--- src/rtl/sipo_arbiter_if.sv ---
// Bus bundle between the round-robin sipo arbiter, its serial requesters,
// the shared sipo deserializer and the word consumer.
interface sipo_arbiter_if #(
  parameter int unsigned NUM_REQ = 4,
  parameter int unsigned SIZE    = 8
);
  localparam int unsigned IDX_W = $clog2(NUM_REQ);

  logic [NUM_REQ-1:0] req;
  logic [NUM_REQ-1:0] ser_in;
  logic [NUM_REQ-1:0] gnt;
  logic               sipo_in;
  logic               sipo_en;
  logic [SIZE-1:0]    sipo_out;
  logic               sipo_done;
  logic [SIZE-1:0]    out_data;
  logic [IDX_W-1:0]   out_src;
  logic               out_valid;
  logic               out_ready;
  logic               err;

  modport master (
    input  req, ser_in, sipo_out, sipo_done, out_ready,
    output gnt, sipo_in, sipo_en, out_data, out_src, out_valid, err
  );

  modport slave (
    output req, ser_in, sipo_out, sipo_done, out_ready,
    input  gnt, sipo_in, sipo_en, out_data, out_src, out_valid, err
  );
endinterface

--- src/rtl/sipo_arbiter.sv ---
// Round-robin arbiter sharing one sipo deserializer among NUM_REQ serial requesters.
// Sequences grant/shift/capture per frame and holds the word behind valid/ready.
module sipo_arbiter #(
  parameter int unsigned NUM_REQ = 4,
  parameter int unsigned SIZE    = 8
) (
  input logic            clk,
  input logic            reset,
  sipo_arbiter_if.master bus
);
  localparam int unsigned IDX_W = $clog2(NUM_REQ);
  localparam int unsigned CNT_W = $clog2(SIZE) + 1;
  localparam logic [IDX_W-1:0] LAST_IDX = IDX_W'(NUM_REQ - 1);
  localparam logic [CNT_W-1:0] LAST_BIT = CNT_W'(SIZE - 1);

  typedef enum logic [2:0] {IDLE, GRANT, SHIFT, CAPTURE, HOLD} state_e;

  state_e             state_q, state_d;
  logic [IDX_W-1:0]   sel_q, sel_d;
  logic [IDX_W-1:0]   rr_ptr_q, rr_ptr_d;
  logic [CNT_W-1:0]   bit_cnt_q, bit_cnt_d;
  logic [NUM_REQ-1:0] gnt_q, gnt_d;
  logic               sipo_en_q, sipo_en_d;
  logic [SIZE-1:0]    out_data_q, out_data_d;
  logic [IDX_W-1:0]   out_src_q, out_src_d;
  logic               out_valid_q, out_valid_d;
  logic               err_q, err_d;
  logic [IDX_W-1:0]   pick;
  logic [IDX_W-1:0]   next_ptr;

  // First requesting index at or after rr_ptr, wrapping modulo NUM_REQ
  always_comb begin
    int unsigned k;
    logic        found;
    k     = 0;
    found = 1'b0;
    pick  = rr_ptr_q;
    for (int unsigned i = 0; i < NUM_REQ; i++) begin
      k = 32'(rr_ptr_q) + i;
      if (k >= NUM_REQ) k = k - NUM_REQ;
      if (!found && bus.req[IDX_W'(k)]) begin
        found = 1'b1;
        pick  = IDX_W'(k);
      end
    end
  end

  assign next_ptr = (sel_q == LAST_IDX) ? '0 : sel_q + IDX_W'(1);

  always_comb begin
    state_d     = state_q;
    sel_d       = sel_q;
    rr_ptr_d    = rr_ptr_q;
    bit_cnt_d   = bit_cnt_q;
    gnt_d       = '0;
    sipo_en_d   = 1'b0;
    out_data_d  = out_data_q;
    out_src_d   = out_src_q;
    out_valid_d = 1'b0;
    err_d       = err_q;
    case (state_q)
      IDLE: begin
        if (|bus.req) begin
          sel_d   = pick;
          gnt_d   = NUM_REQ'(1) << pick;
          state_d = GRANT;
        end
      end
      GRANT: begin
        gnt_d     = NUM_REQ'(1) << sel_q;
        sipo_en_d = 1'b1;
        bit_cnt_d = '0;
        state_d   = SHIFT;
      end
      SHIFT: begin
        // Registered grant/enable drop together with the last shifted bit
        bit_cnt_d = bit_cnt_q + CNT_W'(1);
        if (bit_cnt_q == LAST_BIT) begin
          state_d = CAPTURE;
        end else begin
          gnt_d     = NUM_REQ'(1) << sel_q;
          sipo_en_d = 1'b1;
        end
      end
      CAPTURE: begin
        rr_ptr_d = next_ptr;
        if (bus.sipo_done) begin
          out_data_d  = bus.sipo_out;
          out_src_d   = sel_q;
          out_valid_d = 1'b1;
          state_d     = HOLD;
        end else begin
          err_d   = 1'b1;
          state_d = IDLE;
        end
      end
      HOLD: begin
        if (bus.out_ready) state_d = IDLE;
        else               out_valid_d = 1'b1;
      end
      default: state_d = IDLE;
    endcase
  end

  always_ff @(posedge clk) begin
    if (reset) begin
      state_q     <= IDLE;
      sel_q       <= '0;
      rr_ptr_q    <= '0;
      bit_cnt_q   <= '0;
      gnt_q       <= '0;
      sipo_en_q   <= 1'b0;
      out_data_q  <= '0;
      out_src_q   <= '0;
      out_valid_q <= 1'b0;
      err_q       <= 1'b0;
    end else begin
      state_q     <= state_d;
      sel_q       <= sel_d;
      rr_ptr_q    <= rr_ptr_d;
      bit_cnt_q   <= bit_cnt_d;
      gnt_q       <= gnt_d;
      sipo_en_q   <= sipo_en_d;
      out_data_q  <= out_data_d;
      out_src_q   <= out_src_d;
      out_valid_q <= out_valid_d;
      err_q       <= err_d;
    end
  end

  // Serial bit passes straight through so sipo samples it at the edge ending the SHIFT cycle
  assign bus.sipo_in   = (state_q == SHIFT) ? bus.ser_in[sel_q] : 1'b0;
  assign bus.gnt       = gnt_q;
  assign bus.sipo_en   = sipo_en_q;
  assign bus.out_data  = out_data_q;
  assign bus.out_src   = out_src_q;
  assign bus.out_valid = out_valid_q;
  assign bus.err       = err_q;
endmodule

--- src/flat_wrapper.sv ---
// flat-port wrapper written by rule: the top's interface ports become plain ports
module sipo_arbiter_flat 
#(
  parameter int unsigned NUM_REQ = 4,
  parameter int unsigned SIZE    = 8
)
  (clk, reset, bus_req, bus_ser_in, bus_sipo_out, bus_sipo_done, bus_out_ready, bus_gnt, bus_sipo_in, bus_sipo_en, bus_out_data, bus_out_src, bus_out_valid, bus_err);
  sipo_arbiter_if #(.NUM_REQ(NUM_REQ), .SIZE(SIZE)) bus_i ();
  input logic clk;
  input logic reset;
  input wire logic [$bits(bus_i.req)-1:0] bus_req;
  input wire logic [$bits(bus_i.ser_in)-1:0] bus_ser_in;
  input wire logic [$bits(bus_i.sipo_out)-1:0] bus_sipo_out;
  input wire logic [$bits(bus_i.sipo_done)-1:0] bus_sipo_done;
  input wire logic [$bits(bus_i.out_ready)-1:0] bus_out_ready;
  output wire logic [$bits(bus_i.gnt)-1:0] bus_gnt;
  output wire logic [$bits(bus_i.sipo_in)-1:0] bus_sipo_in;
  output wire logic [$bits(bus_i.sipo_en)-1:0] bus_sipo_en;
  output wire logic [$bits(bus_i.out_data)-1:0] bus_out_data;
  output wire logic [$bits(bus_i.out_src)-1:0] bus_out_src;
  output wire logic [$bits(bus_i.out_valid)-1:0] bus_out_valid;
  output wire logic [$bits(bus_i.err)-1:0] bus_err;
  assign bus_i.req = bus_req;
  assign bus_i.ser_in = bus_ser_in;
  assign bus_i.sipo_out = bus_sipo_out;
  assign bus_i.sipo_done = bus_sipo_done;
  assign bus_i.out_ready = bus_out_ready;
  assign bus_gnt = bus_i.gnt;
  assign bus_sipo_in = bus_i.sipo_in;
  assign bus_sipo_en = bus_i.sipo_en;
  assign bus_out_data = bus_i.out_data;
  assign bus_out_src = bus_i.out_src;
  assign bus_out_valid = bus_i.out_valid;
  assign bus_err = bus_i.err;
  sipo_arbiter #(.NUM_REQ(NUM_REQ), .SIZE(SIZE)) u_core (.clk(clk), .reset(reset), .bus(bus_i));
endmodule
--- config.mk ---
export PLATFORM = sky130hd
export DESIGN_NAME = sipo_arbiter_flat
export DESIGN_NICKNAME = d
export VERILOG_FILES = /design/src/rtl/sipo_arbiter_if.sv /design/src/rtl/sipo_arbiter.sv /design/src/flat_wrapper.sv
export SDC_FILE = /design/constraint.sdc
export NUM_CORES = 1
export LEC_CHECK = 0
export ABC_AREA = 1
export BUFFER_PORTS_ARGS = -buffer_cell sky130_fd_sc_hd__buf_2
export CORE_ASPECT_RATIO = 1.4
export CORE_UTILIZATION = 35
export DETAILED_ROUTE_END_ITERATION = 8
export PLACE_DENSITY = 0.61
export SLEW_MARGIN = 20
export SYNTH_ARGS = -nofsm -noshare
export SYNTH_HDL_FRONTEND = slang
export SYNTH_SLANG_ARGS = --single-unit
--- constraint.sdc ---
create_clock -name clk -period 1.75 [get_ports clk]
set_clock_uncertainty 0.1 [all_clocks]
set_input_delay 0 -clock clk [delete_from_list [all_inputs] [get_ports clk]]
set_output_delay 0 -clock clk [all_outputs]
set_load 0.1 [all_outputs]
==> impl_metrics.py, run 1 <==
metrics = {
    "setup_path": {
        "worstPathArrival_ns": 1.70,
        "start_kind": "flip-flop",
        "crit_path_frequent_cell": "nand2_2",
        "cp_max_fo": 9,
        "path_cells": "buf_6 -> nand2_2 -> nand2_2 -> nand2_2 -> nand2_4 -> nor2_8 -> buf_4 -> nand3_1 -> nand3_1 -> nand2_1 -> nand2_1 -> a21oi_1",
        "crit_path_end_kind": "flip-flop",
        "critPathMaxStageDelay_ns": 0.37,
        "cp.required_ns": 1.80,
        "crit_path_top_delay_cell": "dfxtp_4",
        "path_class": "reg2reg",
    },
    "global_route": {
        "grt_max_degree": 25,
        "use_met3_pct": 2.36,
        "track_usage_pct": 16.3,
        "first_global_vias": 1491,
        "overflow": 0,
        "grt_use_met2_pct": 30.8,
        "grt-busiest-layer": "met2",
        "use_met1_pct": 18.3,
        "grt_pass1_wl_um": 6180,
        "antenna_found_initial": 0,
    },
    "clock_tree": {
        "cts_tree": "done",
        "htreeDepth": 1,
        "cts_buffer_depth": 2,
        "cts_root_buf": "clkbuf_8",
        "clock_latency_ns": 0.27,
        "cts.clk_slew.worst_paths_ns": 0.10,
        "numCtsBuffers": 3,
        "clock_sinks": 28,
    },
    "sta": {
        "period_needed_ns": 1.65,
        "fin_crit_sh_pct": 94.4,
        "worst_slew_pin_slew_ns": 0.487,
        "slew_headroom_pct": 67.5,
        "finalSetupViolCount": 0,
        "finalHoldViolations": 0,
        "hold_slack_ns": 0.0692,
        "fmax_mhz": 605,
        "slew_viol_final": 0,
    },
    "hold_path": {
        "hold_class": "in2reg",
    },
    "synth": {
        "synth_area_mm2": 0.00160,
        "ys_seq_area_share_pct": 35.0,
        "yosysWarningCount": 0,
        "synth_fp_nets": 261,
        "synth-seq-cells": 28,
        "netlist_instances": 236,
        "syn_area_per_cell_um2": 6.79,
        "ys_types": 25,
    },
    "routing": {
        "avgRoutedWirePerCell_um": 10.5,
        "vias": 1604,
        "dr.pass1.iters": 4,
        "drt_wl_total_um": 3680,
        "ant_nets": 0,
        "vias_per_cell": 4.57,
        "first_iter_violations": 26,
        "drc": 0,
    },
    "die": {
        "die_area_mm2": 0.00486,
        "initial_utilization_pct": 37.2,
        "fp.coreArea_mm2": 0.00431,
        "rows": 28,
        "io_pins": 38,
        "die_w_um": 59.2,
        "fp.dieH_um": 82.1,
    },
    "final_layout": {
        "postLayoutCellArea_mm2": 0.00212,
        "layout-drive-gt1-share_pct": 29.9,
        "nFillCells": 437,
        "fin_util_pct": 49.2,
        "areaGrowthSynthToFinish_pct": 32.3,
        "fin_cells": 351,
        "insertedDiodeCount": 0,
        "nets": 317,
        "multi_input_area_um2": 935,
        "seqCellArea_um2": 568,
    },
    "placed_design": {
        "globalplace.congestion": 0.790,
        "dpl-instance-area_mm2": 0.00188,
        "place_hpwl_um": 2790,
        "place_inst": 333,
        "numPortBuffers": 37,
    },
    "power_and_ir_drop": {
        "power_leakage_nw": 1.02,
        "total_power_mw": 1.90,
        "power_density_mw_per_mm2": 896,
        "ir_drop_v": 0.000804,
    },
    "outcome": {
        "status": "complete, no violations",
    },
    "flow_run": {
        "drv_cap": 0,
    },
}
[registers in the layout, indices dropped and copies added, names as in the netlist]
name                  flops
u_core.bus.sipo_en        1
u_core.bus.out_src        2
u_core.sel_q              2
u_core.bus.out_valid      1
u_core.bus.out_data       8
u_core.bit_cnt_q          4
u_core.state_q            3
u_core.rr_ptr_q           2
u_core.bus.gnt            4
u_core.bus.err            1
[repair_timing]
action	CTS	global route
hold buffers	10	0
buffers inserted	0	4
setup endpoints to repair	0	7
hold endpoints to repair	10	0
resized for setup	0	17
[per-layer routing]
metal | wire length [um] | part of all wire, %
met1 | 1600 | 44
met2 | 1970 | 54
met3 | 64 | 1.7
met4 | 42 | 1.1
met5 | 0 | 0
[worst max-delay path: cells and delay by family, from the launching register on]
family | cells | cell delay, ns
and+or+nand+nor | 9 | 0.74
DFF | 1 | 0.37
buffers and inverters | 2 | 0.27
AOI/OAI and AO/OA | 1 | 0.05
[kinds of logic after synthesis]
| logic type | after synthesis | synth area share, % |
|---|---|---|
| adder cells (fa/ha/maj) | 5 | 3.90 |
| flip-flops | 28 | 35.0 |
| buffers and inverters | 29 | 7.88 |
| AND/OR/NAND/NOR | 140 | 41.5 |
| AO/OA/AOI/OAI | 34 | 11.7 |
[through the flow]
stage,setup slack [ns],setup TNS (ns)
2_1_floorplan,0.104,0
3_3_place_gp,0.0539,0
3_5_place_dp,0.0758,0
4_1_cts,0.0441,0
5_1_grt,-0.0186,-0.0684
6_report,0.0984,0
[final cells by class]
| class | instances | share of cell area, % |
|---|---|---|
| clock buffer | 3 | 1.95 |
| tap | 60 | 3.54 |
| clock inverter | 1 | 1.42 |
| multi-input combinational | 179 | 44.1 |
| inverter | 21 | 4.07 |
| timing repair buffer | 59 | 18.2 |
| sequential | 28 | 26.8 |
[Yosys cell counts]
library cell | count | area (um2)
o21ai_1 | 1 | 5.00
nand2_1 | 72 | 270
nor2_8 | 1 | 20.0
dfxtp_1 | 28 | 561
nor2_2 | 1 | 6.26
a2111oi_0 | 1 | 8.76
a21oi_2 | 3 | 26.3
nand3_1 | 26 | 130
inv_1 | 19 | 71.3
inv_2 | 1 | 3.75
buf_6 | 1 | 11.3
buf_4 | 2 | 15.0
nand3_2 | 5 | 50.1
ha_1 | 5 | 62.6
nand2_4 | 2 | 22.5
nand2_2 | 9 | 56.3
nor4_1 | 1 | 6.26
nor2_1 | 19 | 71.3
a211oi_1 | 1 | 7.51
nor3_1 | 2 | 10.0
a21oi_1 | 21 | 105
o21ai_0 | 7 | 35.0
nor2_4 | 2 | 22.5
clkbuf_1 | 5 | 18.8
inv_4 | 1 | 6.26
[layout by cell type (no fill, tap or decap), drive strengths merged]
| cell | n |
|---|---|
| nand2 | 83 |
| o21ai | 8 |
| dfxtp | 28 |
| nand3 | 31 |
| a211oi | 1 |
| dlygate4sd3 | 10 |
| ha | 5 |
| nor3 | 2 |
| nor4 | 1 |
| a2111oi | 1 |
| nor2 | 23 |
| inv | 21 |
| a21oi | 24 |
| bufinv | 1 |
| clkbuf | 3 |
| buf | 49 |
[path summary, 6_finish.rpt]
kind / cells past startpoint / start / endpoint / slack, ns
max: 12 / u_core.rr_ptr_q[0]$_SDFFE_PP0N_ / u_core.bus.gnt[0]$_SDFF_PP0_ / 0.1
min: 2 / reset / u_core.bus.gnt[1]$_SDFF_PP0_ / 0.07
max reg2reg: 12 / u_core.rr_ptr_q[0]$_SDFFE_PP0N_ / u_core.bus.gnt[0]$_SDFF_PP0_ / 0.1
min reg2reg: 2 / u_core.bus.out_data[5]$_SDFFE_PP0P_ / u_core.bus.out_data[5]$_SDFFE_PP0P_ / 0.37
[power by group]
part           switching [mW]  internal, mW
Clock                   0.197         0.306
Combinational           0.476         0.210
Sequential             0.0315         0.679
Total                   0.705          1.20
(Power assumes the default switching activity.)
==> inputs of run 2 (changes only) <==
--- a/config.mk
+++ b/config.mk
@@ -6,11 +6,14 @@
 export NUM_CORES = 1
 export LEC_CHECK = 0
 export ABC_AREA = 1
-export BUFFER_PORTS_ARGS = -buffer_cell sky130_fd_sc_hd__buf_2
+export CELL_PAD_IN_SITES_DETAIL_PLACEMENT = 2
+export CELL_PAD_IN_SITES_GLOBAL_PLACEMENT = 2
 export CORE_ASPECT_RATIO = 1.4
-export CORE_UTILIZATION = 35
+export CORE_UTILIZATION = 33
 export DETAILED_ROUTE_END_ITERATION = 8
-export PLACE_DENSITY = 0.61
+export DONT_BUFFER_PORTS = 1
+export PLACE_DENSITY = 0.82
+export SETUP_SLACK_MARGIN = 0.1
 export SLEW_MARGIN = 20
 export SYNTH_ARGS = -nofsm -noshare
 export SYNTH_HDL_FRONTEND = slang
==> run 2 against run 1 <==
Effect of this change: the flow now finishes with violations (negative hold slack, negative setup slack); first-iteration DRC count up 23%; design area up 4.4%; largest cell class unchanged; non-clock buffer count down 24; via count up 7.7%.
==> impl_metrics.py, run 2 (same netlist as run 1, synthesis figures left out) <==
metrics = {
    "placed_design": {
        "numPortBuffers": 0,
        "globalplace.congestion": 0.778,
        "dp_slack_ns": -0.117,
        "place_hpwl_um": 3800,
        "dpl-instance-area_mm2": 0.00183,
    },
    "final_layout": {
        "nets": 293,
        "largest_register_ffs": 8,
        "layout_common_cells": "43 x nand2_1, 30 x buf_4, 25 x nand2_2, 25 x dfxtp_1, 24 x nand3_1",
        "layout_commonest_cell": "nand2_1",
        "areaGrowthSynthToFinish_pct": 38.1,
        "layout-drive-gt1-share_pct": 37.5,
        "insertedDiodeCount": 0,
        "postLayoutCellArea_mm2": 0.00221,
        "nFillCells": 552,
    },
    "die": {
        "fp.coreArea_mm2": 0.00461,
        "initial_utilization_pct": 34.8,
        "rows": 29,
        "die_w_um": 60.9,
        "die_area_mm2": 0.00514,
        "io_pins": 38,
        "fp.dieH_um": 84.5,
    },
    "clock_tree": {
        "cts_hold_buf": 1,
        "cts_tree": "done",
        "numCtsBuffers": 3,
        "clock_sinks": 28,
        "cts_root_buf": "clkbuf_8",
        "cts.clk_slew.worst_paths_ns": 0.11,
        "clock_latency_ns": 0.27,
        "cts_buffer_depth": 2,
        "htreeDepth": 1,
    },
    "routing": {
        "drc": 0,
        "maxUsedRoutingLayer": "met4",
        "vias_per_cell": 5.25,
        "routedLengthMet1_um": 2410,
        "met2_wirelength_um": 3770,
        "first_iter_violations": 32,
        "avgRoutedWirePerCell_um": 19.7,
        "met3_wirelength_um": 134,
        "ant_nets": 0,
        "vias": 1728,
        "drt_wl_total_um": 6480,
        "dr.pass1.iters": 4,
    },
    "global_route": {
        "first_global_vias": 1903,
        "grt_pass1_wl_um": 9250,
        "track_usage_pct": 23.9,
        "overflow": 0,
        "grt_max_degree": 25,
        "antenna_found_initial": 0,
    },
    "setup_path": {
        "critPathMaxStageDelay_ns": 0.44,
        "crit_path_end_kind": "flip-flop",
        "cp.required_ns": 1.84,
        "crit_path_top_delay_cell": "dfxtp_4",
        "worst-path-buf-inv": 2,
        "start_kind": "flip-flop",
        "critPathTopFamily": "simple AND/OR/NAND/NOR gates",
        "cp_max_fo": 8,
        "crit_path_frequent_cell": "nand2_2",
        "path_class": "reg2reg",
        "worstPathArrival_ns": 1.92,
        "path_cells": "buf_12 -> nand2_1 -> nand3_1 -> nand2_1 -> nand2_1 -> nand2_2 -> nand2_2 -> nand2_2 -> nand2_2 -> nand2_4 -> o21ai_2 -> inv_1",
    },
    "sta": {
        "worst_slack_ns": -0.0733,
        "finalSetupViolCount": 6,
        "period_needed_ns": 1.82,
        "slew_headroom_pct": 67.8,
        "hold_slack_ns": -0.330,
        "slew_viol_final": 0,
        "finalHoldViolations": 23,
        "fin_crit_sh_pct": 104,
        "rsz0062_at_grt": "yes",
        "fmax_mhz": 548,
        "finalSetupTns_ns": -0.347,
        "worst_slew_pin_slew_ns": 0.479,
    },
    "flow_run": {
        "drv_cap": 0,
    },
    "outcome": {
        "violations": "negative hold slack, negative setup slack",
        "status": "finished with violations",
    },
    "power_and_ir_drop": {
        "power_leakage_nw": 0.993,
        "total_power_mw": 2.06,
        "ir_drop_v": 0.000486,
        "power_density_mw_per_mm2": 932,
    },
    "hold_path": {
        "hold_class": "in2reg",
    },
}
run 2: path summary, 6_finish.rpt:
| check | start | endpoint | slack, ns | cells after the start |
|---|---|---|---|---|
| max | u_core.rr_ptr_q[0]$_SDFFE_PP0N_ | u_core.sel_q[1]$_SDFFE_PP0P_ | -0.07 | 12 |
| min | reset | u_core.bus.gnt[2]$_SDFF_PP0_ | -0.33 | 1 |
| max reg2reg | u_core.rr_ptr_q[0]$_SDFFE_PP0N_ | u_core.sel_q[1]$_SDFFE_PP0P_ | -0.07 | 12 |
| min reg2reg | u_core.bus.out_data[5]$_SDFFE_PP0P_ | u_core.bus.out_data[5]$_SDFFE_PP0P_ | 0.37 | 2 |
run 2: through the flow:
step,std cells,util (%)
after detailed placement,315,39.6
after global placement,315,39.6
after floorplan,236,-
after global routing,329,48.0
final,329,48.0
after CTS,326,44.2
run 2: area by class of cell:
| cell class | instances | area (um2) | share of cell area, % |
|---|---|---|---|
| clock buffer | 3 | 41.3 | 1.87 |
| clock inverter | 1 | 30.0 | 1.36 |
| inverter | 21 | 88.8 | 4.01 |
| multi-input combinational | 179 | 1110 | 50.3 |
| sequential | 28 | 569 | 25.7 |
| tap | 62 | 77.6 | 3.50 |
| timing repair buffer | 35 | 293 | 13.2 |
run 2: what timing repair did:
| item | 4_1_cts | 5_1_grt |
|---|---|---|
| pin swaps | 12 | 18 |
| resized for setup | 33 | 34 |
| hold endpoints to repair | 28 | 23 |
| setup endpoints to repair | 16 | 7 |
| buffers inserted | 6 | 3 |
run 2: power breakdown:
part	internal (mW)	switching (mW)	total, mW
Combinational	0.242	0.576	0.818
Clock	0.307	0.217	0.524
Sequential	0.680	0.0419	0.722
run 2: metal layers:
layer / track usage [%] / up-vias
met4: 8.47 / 0
li1: - / 820
met3: 3.24 / 14
met5: 0 / -
met1: 24.3 / 857
met2: 46.5 / 37
==> inputs of run 3 (changes only) <==
--- a/config.mk
+++ b/config.mk
@@ -12,7 +12,7 @@
 export CORE_UTILIZATION = 33
 export DETAILED_ROUTE_END_ITERATION = 8
 export DONT_BUFFER_PORTS = 1
-export PLACE_DENSITY = 0.82
+export PLACE_DENSITY_LB_ADDON = 0.1
 export SETUP_SLACK_MARGIN = 0.1
 export SLEW_MARGIN = 20
 export SYNTH_ARGS = -nofsm -noshare
==> run 3 against run 2 <==
Effect of this change: critical endpoint is now u_core.bus.gnt[2]$_SDFF_PP0_; global-route usage grew 0.99 points; largest power group unchanged; sequential share of layout area shrank 1.6 points; die area is the same; maximum frequency shrank 4.0%; clock power grew 3%; setup slack lost 0.075 ns; critical path type unchanged; critical path depth shrank 3; the flow finishes with violations (negative setup slack); first-iteration DRC count grew 140%; via count grew 5.3%.
==> impl_metrics.py, run 3 (same netlist as run 1, synthesis figures left out) <==
metrics = {
    "routing": {
        "avgRoutedWirePerCell_um": 23.4,
        "drt_wl_total_um": 7940,
        "vias": 1819,
        "first_iter_violations": 78,
        "ant_nets": 0,
        "vias_per_cell": 5.35,
        "drc": 0,
        "dr.pass1.iters": 4,
    },
    "clock_tree": {
        "cts.clk_slew.worst_paths_ns": 0.11,
        "clock_sinks": 28,
        "numCtsBuffers": 3,
        "cts_tree": "done",
        "cts_buffer_depth": 2,
        "clock_latency_ns": 0.28,
        "cts_root_buf": "clkbuf_8",
        "htreeDepth": 1,
    },
    "setup_path": {
        "rr_endpoint": "u_core.bus.gnt[2]$_SDFF_PP0_",
        "reg2reg_from": "u_core.state_q[2]$_SDFFE_PP0P_",
        "path_class": "reg2reg",
        "crit_path_end_kind": "flip-flop",
        "r2r_cells": 9,
        "start_kind": "flip-flop",
        "startpoint": "u_core.state_q[2]$_SDFFE_PP0P_",
        "endpoint": "u_core.bus.gnt[2]$_SDFF_PP0_",
        "cp.required_ns": 1.87,
        "reg2reg_slack_ns": -0.15,
        "cp_max_fo": 4,
        "worstPathArrival_ns": 2.02,
    },
    "sta": {
        "fin_crit_sh_pct": 108,
        "slew_viol_final": 0,
        "rsz0062_at_grt": "yes",
        "period_needed_ns": 1.90,
        "hold_slack_ns": 0.153,
        "worst_slack_ns": -0.148,
        "finalSetupViolCount": 6,
        "worst_slew_pin_slew_ns": 1.06,
        "finalSetupTns_ns": -0.637,
        "slew_headroom_pct": 29.1,
        "fmax_mhz": 527,
        "finalHoldViolations": 0,
    },
    "global_route": {
        "grt_max_degree": 24,
        "grt_pass1_wl_um": 9470,
        "overflow": 0,
        "first_global_vias": 2001,
        "track_usage_pct": 24.9,
        "antenna_found_initial": 0,
    },
    "placed_design": {
        "place_hpwl_um": 4060,
        "numPortBuffers": 0,
        "globalplace.congestion": 0.797,
        "place_inst": 316,
    },
    "final_layout": {
        "insertedDiodeCount": 0,
        "seqCellArea_um2": 569,
        "fin_cells": 340,
        "layout-drive-gt1-share_pct": 39.2,
        "largest_register_ffs": 8,
        "layout_commonest_cell": "nand2_1",
        "nFillCells": 510,
        "multi_input_area_mm2": 0.00115,
        "areaGrowthSynthToFinish_pct": 47.2,
        "nets": 304,
        "fin_util_pct": 51.2,
        "layout_common_cells": "41 x nand2_1, 28 x buf_4, 25 x dfxtp_1",
    },
    "die": {
        "fp.coreArea_mm2": 0.00461,
        "fp.dieH_um": 84.5,
        "die_area_mm2": 0.00514,
        "die_w_um": 60.9,
        "io_pins": 38,
        "rows": 29,
        "initial_utilization_pct": 34.8,
    },
    "hold_path": {
        "hold_class": "in2reg",
    },
    "outcome": {
        "status": "finished with violations",
        "violations": "negative setup slack",
    },
    "power_and_ir_drop": {
        "total_power_mw": 2.19,
        "ir_drop_v": 0.000614,
        "power_density_mw_per_mm2": 927,
        "power_leakage_nw": 1.06,
    },
    "flow_run": {
        "drv_cap": 0,
    },
}
run 3: cell types whose count changed in the layout (fill, tap and decap cells not counted), sizes merged:
cell,change
dlygate4sd3,+11
run 3: worst min path at each step:
stage / start / end / slack, ns / depth (start not counted)
after floorplan: reset / u_core.bit_cnt_q[3]$_SDFFE_PP0N_ / -0.02 / 1
after global placement: reset / u_core.bus.gnt[3]$_SDFF_PP0_ / -0.03 / 1
after detailed placement: reset / u_core.bus.gnt[2]$_SDFF_PP0_ / -0.03 / 1
after CTS: bus_req[3] / u_core.state_q[0]$_SDFFE_PP0P_ / 0.15 / 2
after global routing: bus_req[3] / u_core.sel_q[0]$_SDFFE_PP0P_ / 0.19 / 5
final: bus_req[3] / u_core.sel_q[0]$_SDFFE_PP0P_ / 0.15 / 5
run 3: metal layers:
metal | up-vias | part of all wire [%] | global-route usage (%)
met5 | - | 0 | 0
met4 | 0 | 3.5 | 8.06
met3 | 21 | 2.0 | 3.54
met2 | 46 | 58 | 50.5
met1 | 902 | 36 | 23.5
li1 | 850 | - | -
run 3: worst max-delay path, cell delays in order (launching register included):
cell and delay [ns]:
dfxtp_1 0.37, nor2_1 0.21, inv_1 0.11, nor2_1 0.15, inv_1 0.10, nor2_2 0.19
inv_1 0.17, nor2_2 0.19, nand2_1 0.10, a21oi_2 0.13
run 3: report_power, final:
group / switching, mW / internal (mW)
Sequential: 0.0473 / 0.680
Combinational: 0.643 / 0.277
Clock: 0.232 / 0.307
run 3: layout make-up:
class	instances	share of cell area, %
clock buffer	3	1.75
sequential	28	24.1
timing repair buffer	46	17.2
tap	62	3.29
clock inverter	1	1.27
multi-input combinational	179	48.7
inverter	21	3.66
run 3: metrics by stage:
step / setup slack (ns) / instance area [um2]
2_1_floorplan: 0.104 / 1610
3_3_place_gp: 0.0371 / 1830
3_5_place_dp: -0.0573 / 1830
4_1_cts: 0.0708 / 2120
5_1_grt: -0.260 / 2360
6_report: -0.148 / 2360
run 3: repair_timing:
item                       CTS  global route
setup buffers                4             4
pin swaps                    5            19
hold buffers                12             0
resized for setup           21            56
setup endpoints to repair   18            22
hold endpoints to repair    28             0
